--- config.mk ---
export PLATFORM = sky130hd
export DESIGN_NAME = ref_row_streamer
export DESIGN_NICKNAME = d
export VERILOG_FILES = /design/src/rtl/ref_row_streamer_pkg.sv /design/src/rtl/ref_row_streamer_row_aligner.sv /design/src/rtl/ref_row_streamer.sv
export SDC_FILE = /design/constraint.sdc
export NUM_CORES = 1
export LEC_CHECK = 0
export CELL_PAD_IN_SITES_DETAIL_PLACEMENT = 1
export CELL_PAD_IN_SITES_GLOBAL_PLACEMENT = 2
export CORE_ASPECT_RATIO = 1.75
export CORE_MARGIN = 5
export CORE_UTILIZATION = 30
export DETAILED_ROUTE_END_ITERATION = 16
export PLACE_DENSITY = 0.68
export SLEW_MARGIN = 15
export SYNTH_ARGS = -nofsm -noshare
export SYNTH_HDL_FRONTEND = slang
export SYNTH_HIERARCHICAL = 1
export SYNTH_SLANG_ARGS = --single-unit
--- constraint.sdc ---
create_clock -name clk -period 22.8 [get_ports clk]
set_clock_uncertainty 0.05 [all_clocks]
set_input_delay 4.56 -clock clk [delete_from_list [all_inputs] [get_ports clk]]
set_output_delay 4.56 -clock clk [all_outputs]
set_load 0.005 [all_outputs]
--- src/rtl/ref_row_streamer_pkg.sv ---
// Shared constants and FSM encoding for the reference row streamer.
// Pixel/word geometry of the 15-pixel interpolator row format.
package ref_row_streamer_pkg;

    localparam int PIX_W       = 8;
    localparam int ROW_PIX     = 15;
    localparam int WORD_PIX    = 8;
    localparam int ROW_BITS    = ROW_PIX * PIX_W;
    localparam int FETCH_WORDS = 3;
    localparam int WORD_BITS   = WORD_PIX * PIX_W;
    localparam int FUNNEL_BITS = FETCH_WORDS * WORD_BITS;

    typedef enum logic [2:0] {
        S_IDLE,
        S_FETCH,
        S_ALIGN,
        S_PRESENT,
        S_FINISH
    } state_e;

endpackage

--- src/rtl/ref_row_streamer_row_aligner.sv ---
// Funnel shifter: picks 15 consecutive pixels out of three memory words
// starting at the block's pixel offset inside the first word.
module row_aligner
    import ref_row_streamer_pkg::*;
(
    input  logic [FUNNEL_BITS-1:0] words_i,
    input  logic [2:0]             off_i,
    output logic [ROW_BITS-1:0]    row_o
);

    // Offset in pixels becomes a bit offset of off*8 into {w2,w1,w0}.
    always_comb begin
        row_o = words_i[{off_i, 3'b000} +: ROW_BITS];
    end

endmodule

--- src/rtl/ref_row_streamer.sv ---
// Fetches a reference block row by row from frame memory and presents
// each row as one 120-bit word over a valid/ready handshake.
module ref_row_streamer
    import ref_row_streamer_pkg::*;
#(
    parameter int ADDR_W        = 16,
    parameter int FRAME_W_WORDS = 4,
    parameter int NUM_ROWS      = 15,
    parameter int COORD_W       = 12
) (
    input  logic                 clk,
    input  logic                 rst,
    input  logic                 start,
    input  logic [COORD_W-1:0]   blk_x,
    input  logic [COORD_W-1:0]   blk_y,
    output logic                 mem_rd_en,
    output logic [ADDR_W-1:0]    mem_addr,
    input  logic [WORD_BITS-1:0] mem_rd_data,
    output logic [ROW_BITS-1:0]  in_row,
    output logic                 row_valid,
    input  logic                 row_ready,
    output logic                 busy,
    output logic                 done
);

    localparam int RW = $clog2(NUM_ROWS);
    localparam logic [RW-1:0] LAST_ROW = RW'(NUM_ROWS - 1);
    localparam logic [1:0] LAST_K = 2'(FETCH_WORDS - 1);

    state_e                state_q, state_d;
    logic [1:0]            k_q, k_d;
    logic [RW-1:0]         r_q, r_d;
    logic [ADDR_W-1:0]     base_q, base_d;
    logic [2:0]            off_q, off_d;
    logic [WORD_BITS-1:0]  w0_q, w0_d;
    logic [WORD_BITS-1:0]  w1_q, w1_d;
    logic [WORD_BITS-1:0]  w2_q, w2_d;
    logic [ROW_BITS-1:0]   in_row_q, in_row_d;
    logic [ROW_BITS-1:0]   aligned;
    logic [ADDR_W-1:0]     start_base;
    logic                  rd_en, valid, done_p;

    // base_q tracks the first word of the current row, so it starts at
    // the block origin and steps by one frame pitch per row.
    assign start_base = ADDR_W'(blk_y) * ADDR_W'(FRAME_W_WORDS)
                      + ADDR_W'(blk_x[COORD_W-1:3]);

    // w2 is taken straight from the read port in ALIGN so the row is
    // registered in the same cycle the last word arrives.
    row_aligner u_align (
        .words_i ({mem_rd_data, w1_q, w0_q}),
        .off_i   (off_q),
        .row_o   (aligned)
    );

    // Next-state logic, word capture and handshake outputs.
    always_comb begin
        state_d  = state_q;
        k_d      = k_q;
        r_d      = r_q;
        base_d   = base_q;
        off_d    = off_q;
        w0_d     = w0_q;
        w1_d     = w1_q;
        w2_d     = w2_q;
        in_row_d = in_row_q;
        rd_en    = 1'b0;
        valid    = 1'b0;
        done_p   = 1'b0;
        unique case (state_q)
            S_IDLE: begin
                if (start) begin
                    base_d  = start_base;
                    off_d   = blk_x[2:0];
                    r_d     = '0;
                    k_d     = '0;
                    state_d = S_FETCH;
                end
            end
            S_FETCH: begin
                rd_en = 1'b1;
                if (k_q == 2'd1) w0_d = mem_rd_data;
                if (k_q == 2'd2) w1_d = mem_rd_data;
                if (k_q == LAST_K) begin
                    k_d     = '0;
                    state_d = S_ALIGN;
                end else begin
                    k_d = k_q + 2'd1;
                end
            end
            S_ALIGN: begin
                w2_d     = mem_rd_data;
                in_row_d = aligned;
                state_d  = S_PRESENT;
            end
            S_PRESENT: begin
                valid = 1'b1;
                if (row_ready) begin
                    if (r_q == LAST_ROW) begin
                        state_d = S_FINISH;
                    end else begin
                        r_d     = r_q + RW'(1);
                        base_d  = base_q + ADDR_W'(FRAME_W_WORDS);
                        state_d = S_FETCH;
                    end
                end
            end
            S_FINISH: begin
                done_p  = 1'b1;
                state_d = S_IDLE;
            end
            default: state_d = S_IDLE;
        endcase
    end

    // State and datapath registers; reset abandons any block in flight.
    always_ff @(posedge clk or posedge rst) begin
        if (rst) begin
            state_q  <= S_IDLE;
            k_q      <= '0;
            r_q      <= '0;
            base_q   <= '0;
            off_q    <= '0;
            w0_q     <= '0;
            w1_q     <= '0;
            w2_q     <= '0;
            in_row_q <= '0;
        end else begin
            state_q  <= state_d;
            k_q      <= k_d;
            r_q      <= r_d;
            base_q   <= base_d;
            off_q    <= off_d;
            w0_q     <= w0_d;
            w1_q     <= w1_d;
            w2_q     <= w2_d;
            in_row_q <= in_row_d;
        end
    end

    assign mem_rd_en = rd_en;
    assign mem_addr  = rd_en ? base_q + ADDR_W'(k_q) : '0;
    assign in_row    = in_row_q;
    assign row_valid = valid;
    assign done      = done_p;
    assign busy      = (state_q != S_IDLE);

endmodule
# Yosys cells after proc, flatten, opt, wreduce, memory -nomap -nowiden
# Index checks and enable logic that the tools add are counted.
# totals
register_bits	276
inputBits	92
output_inout_bits	140
word_cells	55
# op_classes
addsub	5
eq_ne	11
n_shift	1
mux	20
n_reduce_logical	10
# ops
op	n
192-bit by 7-bit indexed part select with 120-bit output	1
16-bit two-way mux	4
16-bit one-hot mux with 2 select lines	1
16-bit by 2-bit adder with 16-bit output	1
16-bit by 3-bit adder with 16-bit output, second input constant	1
14-bit by 9-bit adder with 15-bit output	1
3-bit two-way mux	4
4-bit two-way mux	3
3-bit one-hot mux with 4 select lines	1
2-bit inequality test, second input constant	4
4-bit one-hot mux with 2 select lines	1
2-bit AND reduction	4
3-bit by 2-bit equality test with 1-bit output, second input constant	2
4-bit by 1-bit adder with 4-bit output, second input constant	1
4-bit equality test, second input constant	1
2-bit two-way mux	2
2-bit one-hot mux with 2 select lines	1
4-bit AND reduction	1
2-bit nonzero test	2
3-bit by 1-bit equality test with 1-bit output, second input constant	1
3-bit equality test, second input constant	1
3-bit zero test	1
1-bit two-way mux	3
3-bit AND reduction	1
other kinds (4)	4

# Depth between registers and ports, before layout
# depth
word_depth	4
depth_mapped	8
depth_no_buf	7

# By module
# Netlist, hierarchy kept.
# by_module_without_submodules
module	n_inst	cells_each	area_per_inst_um2	seq_area_each_um2
ref_row_streamer	1	797	11624.9	6906.6
row_aligner	1	627	5484.0	0.0

# Worst setup path after synthesis
# OpenSTA, ideal clock, no wires.
# synth_path
path_type	register -> output
start	reg k_q[1]
end	out mem_addr[13]
arrival_time_ns	1.640
t_required_ns	18.190
setup_slack_ns	16.550
stages_incl_launch_ff	7
path_buffers	0
path_cell_list	dfrtp_1 ha_1 a21oi_1 nor4_1 nand3_1 xor2_1 nor2_1
# synth_between
elab_chain_cells	2
# synth_rtl
item	line	rtl
from (decl)	ref_row_streamer.sv:31	logic [1:0] k_q, k_d;
from (signal assigned)	ref_row_streamer.sv:130	k_q <= k_d;
16-bit by 2-bit adder with 16-bit output	ref_row_streamer.sv:142	assign mem_addr = rd_en ? base_q + ADDR_W'(k_q) : '0;
16-bit two-way mux	ref_row_streamer.sv:142	
to (decl)	ref_row_streamer.sv:17	output logic [ADDR_W-1:0] mem_addr,
# Every way passes these cells.

# Final worst setup path
# Ends and elaborated chain as after synthesis.

==> metrics.md <==
| Metric | Value |
|---|---|
| Height of the die | around 330 um |
| Worst reg2reg setup slack | around 19000 ps |
| Register area share after synthesis | 40.4% |
| Worst Path Max Fanout | 6 |
| Period utilisation layout | between 30% and 40% |
| Critical path startpoint category | flop |
| Bufs on Longest Clock Path | 3 |
| Vias in the first global route | between 10000 and 15000 |
| Min-Delay Path Class | reg -> reg |
| Critical path arrival | ~3100 ps |
| Share of layout cells above drive strength 1 | 31.2% |
| Busiest grt layer | met2 |
| Met1 global-route usage | 23.9% |
| Dominant cell type by area after synthesis | dfrtp_1 |
| Routed WL | about 68000 um |
| WL/cell | between 20 and 30 um |
| Die area | 62100 um2 |
| Most numerous cell in the Yosys netlist | mux2_2 |
| CTS root buf | clkbuf_16 |
| Design area | 21000 um2 |
| Worst VDD drop | around 0.072 mV |
| Gr ovfl total | 0 |
| First-pass GRT wire length | around 100000 um |
| # IOs | approximately 230 |
| Synth async-reset ratio | 100% |
| Netlist cell types | 62 |
| Port Buf Inserts | 231 |
| Worst slew pin tran | approximately 1100 ps |
| Largest net degree at the start of global routing | 160 |
| Post-synth top area share | approximately two fifths |
| Cts hold-fix bufs | 0 |
| Vias | about 13000 |
| Static leakage | around 0.0084 uW |
| Post-Synthesis Cell Area | around 17000 um2 |
| Syn Area/Cell | between 10 and 15 um2 |
| CTS tree | built |
| Die width | about 190 um |
| RSZ-0062 raised after global routing | no |
| Dpl cell area | 19800 um2 |
| Yosys warns | 6 |
| Final Wtd Congestion | 0.861 |
| Worst skew pair latency | 590 ps |
| CP Class | reg -> out |
| Total GRT Usage | between 20 and 25% |
| Final Hold Viols | 0 |
| CP Capture Type | primary output |
| Initial antenna violation count | 2 |
| Initial Util | a little under a third |
| Yosys reg bits | 276 |
| Worst Hold Slack | 445 ps |
| Cells after Synth | between 1000 and 1500 |
| Final min period | around 7700 ps |
| Row cnt | roughly 120 |
| Register Area | between 6000 and 7000 um2 |
| Syn Nets | roughly 1500 |
| Commonest cells post-synth | mux2_2, dfrtp_1, o22ai_1 |
| DRC | 0 |
| Area of the multi-input gates | 9420 um2 |
| Core area | approximately 56000 um2 |
| Nets | 1694 |
| Final setup violation count | 0 |
| Cts bufs inserted | 30 |
| Htree depth | 1 |
| Layout Utilization | a little under two fifths |
| Fillers | about 6000 |
| HPWL after DPL | between 50000 and 60000 um |
| Post-synth EDFFs | 0 |
| Max Fclk | between 0.1 and 0.15 GHz |
| DRT iter0 DRCs | between 800 and 900 |
| Met2 Track Usage GR | approximately two fifths |
| 1st-pass router iterations | 5 |
| Top FF cell, synth | dfrtp_1 |
| CTS resizes | 0 |
| Post-DRT Antenna Nets | 0 |
| Area added between synthesis and finish | 22.5% |
| Status | finished clean |
| MaxCap Viol Count | 0 |
| Slew margin rel. | a little under a quarter |
| Max-slew violation count | 0 |
| Clk sinks | 276 |
| Largest cells by area after synthesis | dfrtp_1, mux2_2, mux2i_1 |
| PD cells | ~180 nW/um2 |
| Clock slew at reported path FFs | around 70 ps |
| # Post-CTS Setup Buffers | 0 |
| CP Data Required Time | 18190 ps |
| Setup TNS Final | 0 ps |
| GR Util met3 | 3.65% |
| Via density | 5.49 |
-- worst max-delay path, stage by stage, from the launching register on --
cell and delay (ps):
dfrtp_1 460, ha_1 320, a21oi_1 200, nor4_1 570
nand3_1 160, xor2_1 170, nor2_1 90, clkdlybuf4s50_1 530
-- layout by cell type (no fill, tap or decap), types with 4 or more instances in the layout --
cell type	netlist	layout
a221oi_2	11	11
bufinv_16	0	7
a2bb2o_2	5	5
xor2_1	15	15
clkbuf_16	0	30
mux2i_1	122	122
nand3_1	16	16
o21ai_0	17	17
clkinv_2	0	5
a211oi_1	10	10
mux2_4	56	56
a221o_1	65	65
clkbuf_8	0	5
dfrtp_1	276	273
clkdlybuf4s50_1	0	231
nor3_1	9	9
mux2_2	333	333
a221oi_1	22	22
nor2b_1	6	4
buf_4	29	20
and3_1	10	9
inv_1	12	11
xnor2_1	7	7
a21oi_1	18	18
nand2b_1	5	5
nand2_1	43	42
nand4_1	4	4
nor2_1	48	47
o22ai_1	132	132
ha_1	12	12
-- sequential cells by signal, indices dropped and copies added (netlist names) --
register  flops
base_q       16
r_q           4
w1_q         64
k_q           2
in_row      120
w0_q         64
state_q       3
off_q         3
-- cells by family after synthesis --
family / after synthesis / synth area share (%)
buffers and inverters: 132 / 4.69
adder cells (fa/ha/maj): 14 / 1.11
AO/OA/AOI/OAI: 305 / 14.0
multiplexers: 514 / 34.2
flip-flops: 276 / 40.4
AND/OR/NAND/NOR: 161 / 4.59
XOR/XNOR: 22 / 1.13
-- through the flow --
step / cells / total power (uW) / setup WS (ps)
2_1_floorplan: 1424 / 2290 / 10580
3_3_place_gp: 2316 / 3130 / 15700
3_5_place_dp: 2316 / 3160 / 15650
4_1_cts: 2371 / 3750 / 15040
5_1_grt: 2373 / 3910 / 14860
6_report: 2374 / 3720 / 15100
-- per-layer routing --
layer  vias to the layer above  wire [um]
li1                       5840          -
met1                      6763      25600
met2                       336      36300
met3                        94       3230
met4                         0       3340
met5                         -          0
-- final cells by class --
cell class,instances,area share (%)
clock inverters,19,1.43
clock buffers,36,3.93
well taps,760,4.54
multi-input cells,1016,45.0
flip-flops and latches,276,33.0
repair buffers,252,11.8
inverters,12,0.251
diodes,3,0.0358
-- power breakdown --
part / switching, uW / internal (uW) / total (uW) / leakage [uW]
logic: 1050 / 1050 / 2110 / 0.00457
clock network: 225 / 337 / 563 / 0.000546
registers: 312 / 737 / 1050 / 0.00332
total: 1590 / 2130 / 3720 / 0.00843
-- final timing paths --
path	from	end	cells past startpoint
worst max-delay path	k_q[1]	mem_addr[13]	7
worst min-delay path	base_q[0]	base_q[0]	2
worst max register to register	off_q[0]	in_row[88]	5
worst min register to register	base_q[0]	base_q[0]	2
max in group asynchronous	rst	in_row[87]	3
min in group asynchronous	rst	in_row[57]	2
(Power assumes the default switching activity.)
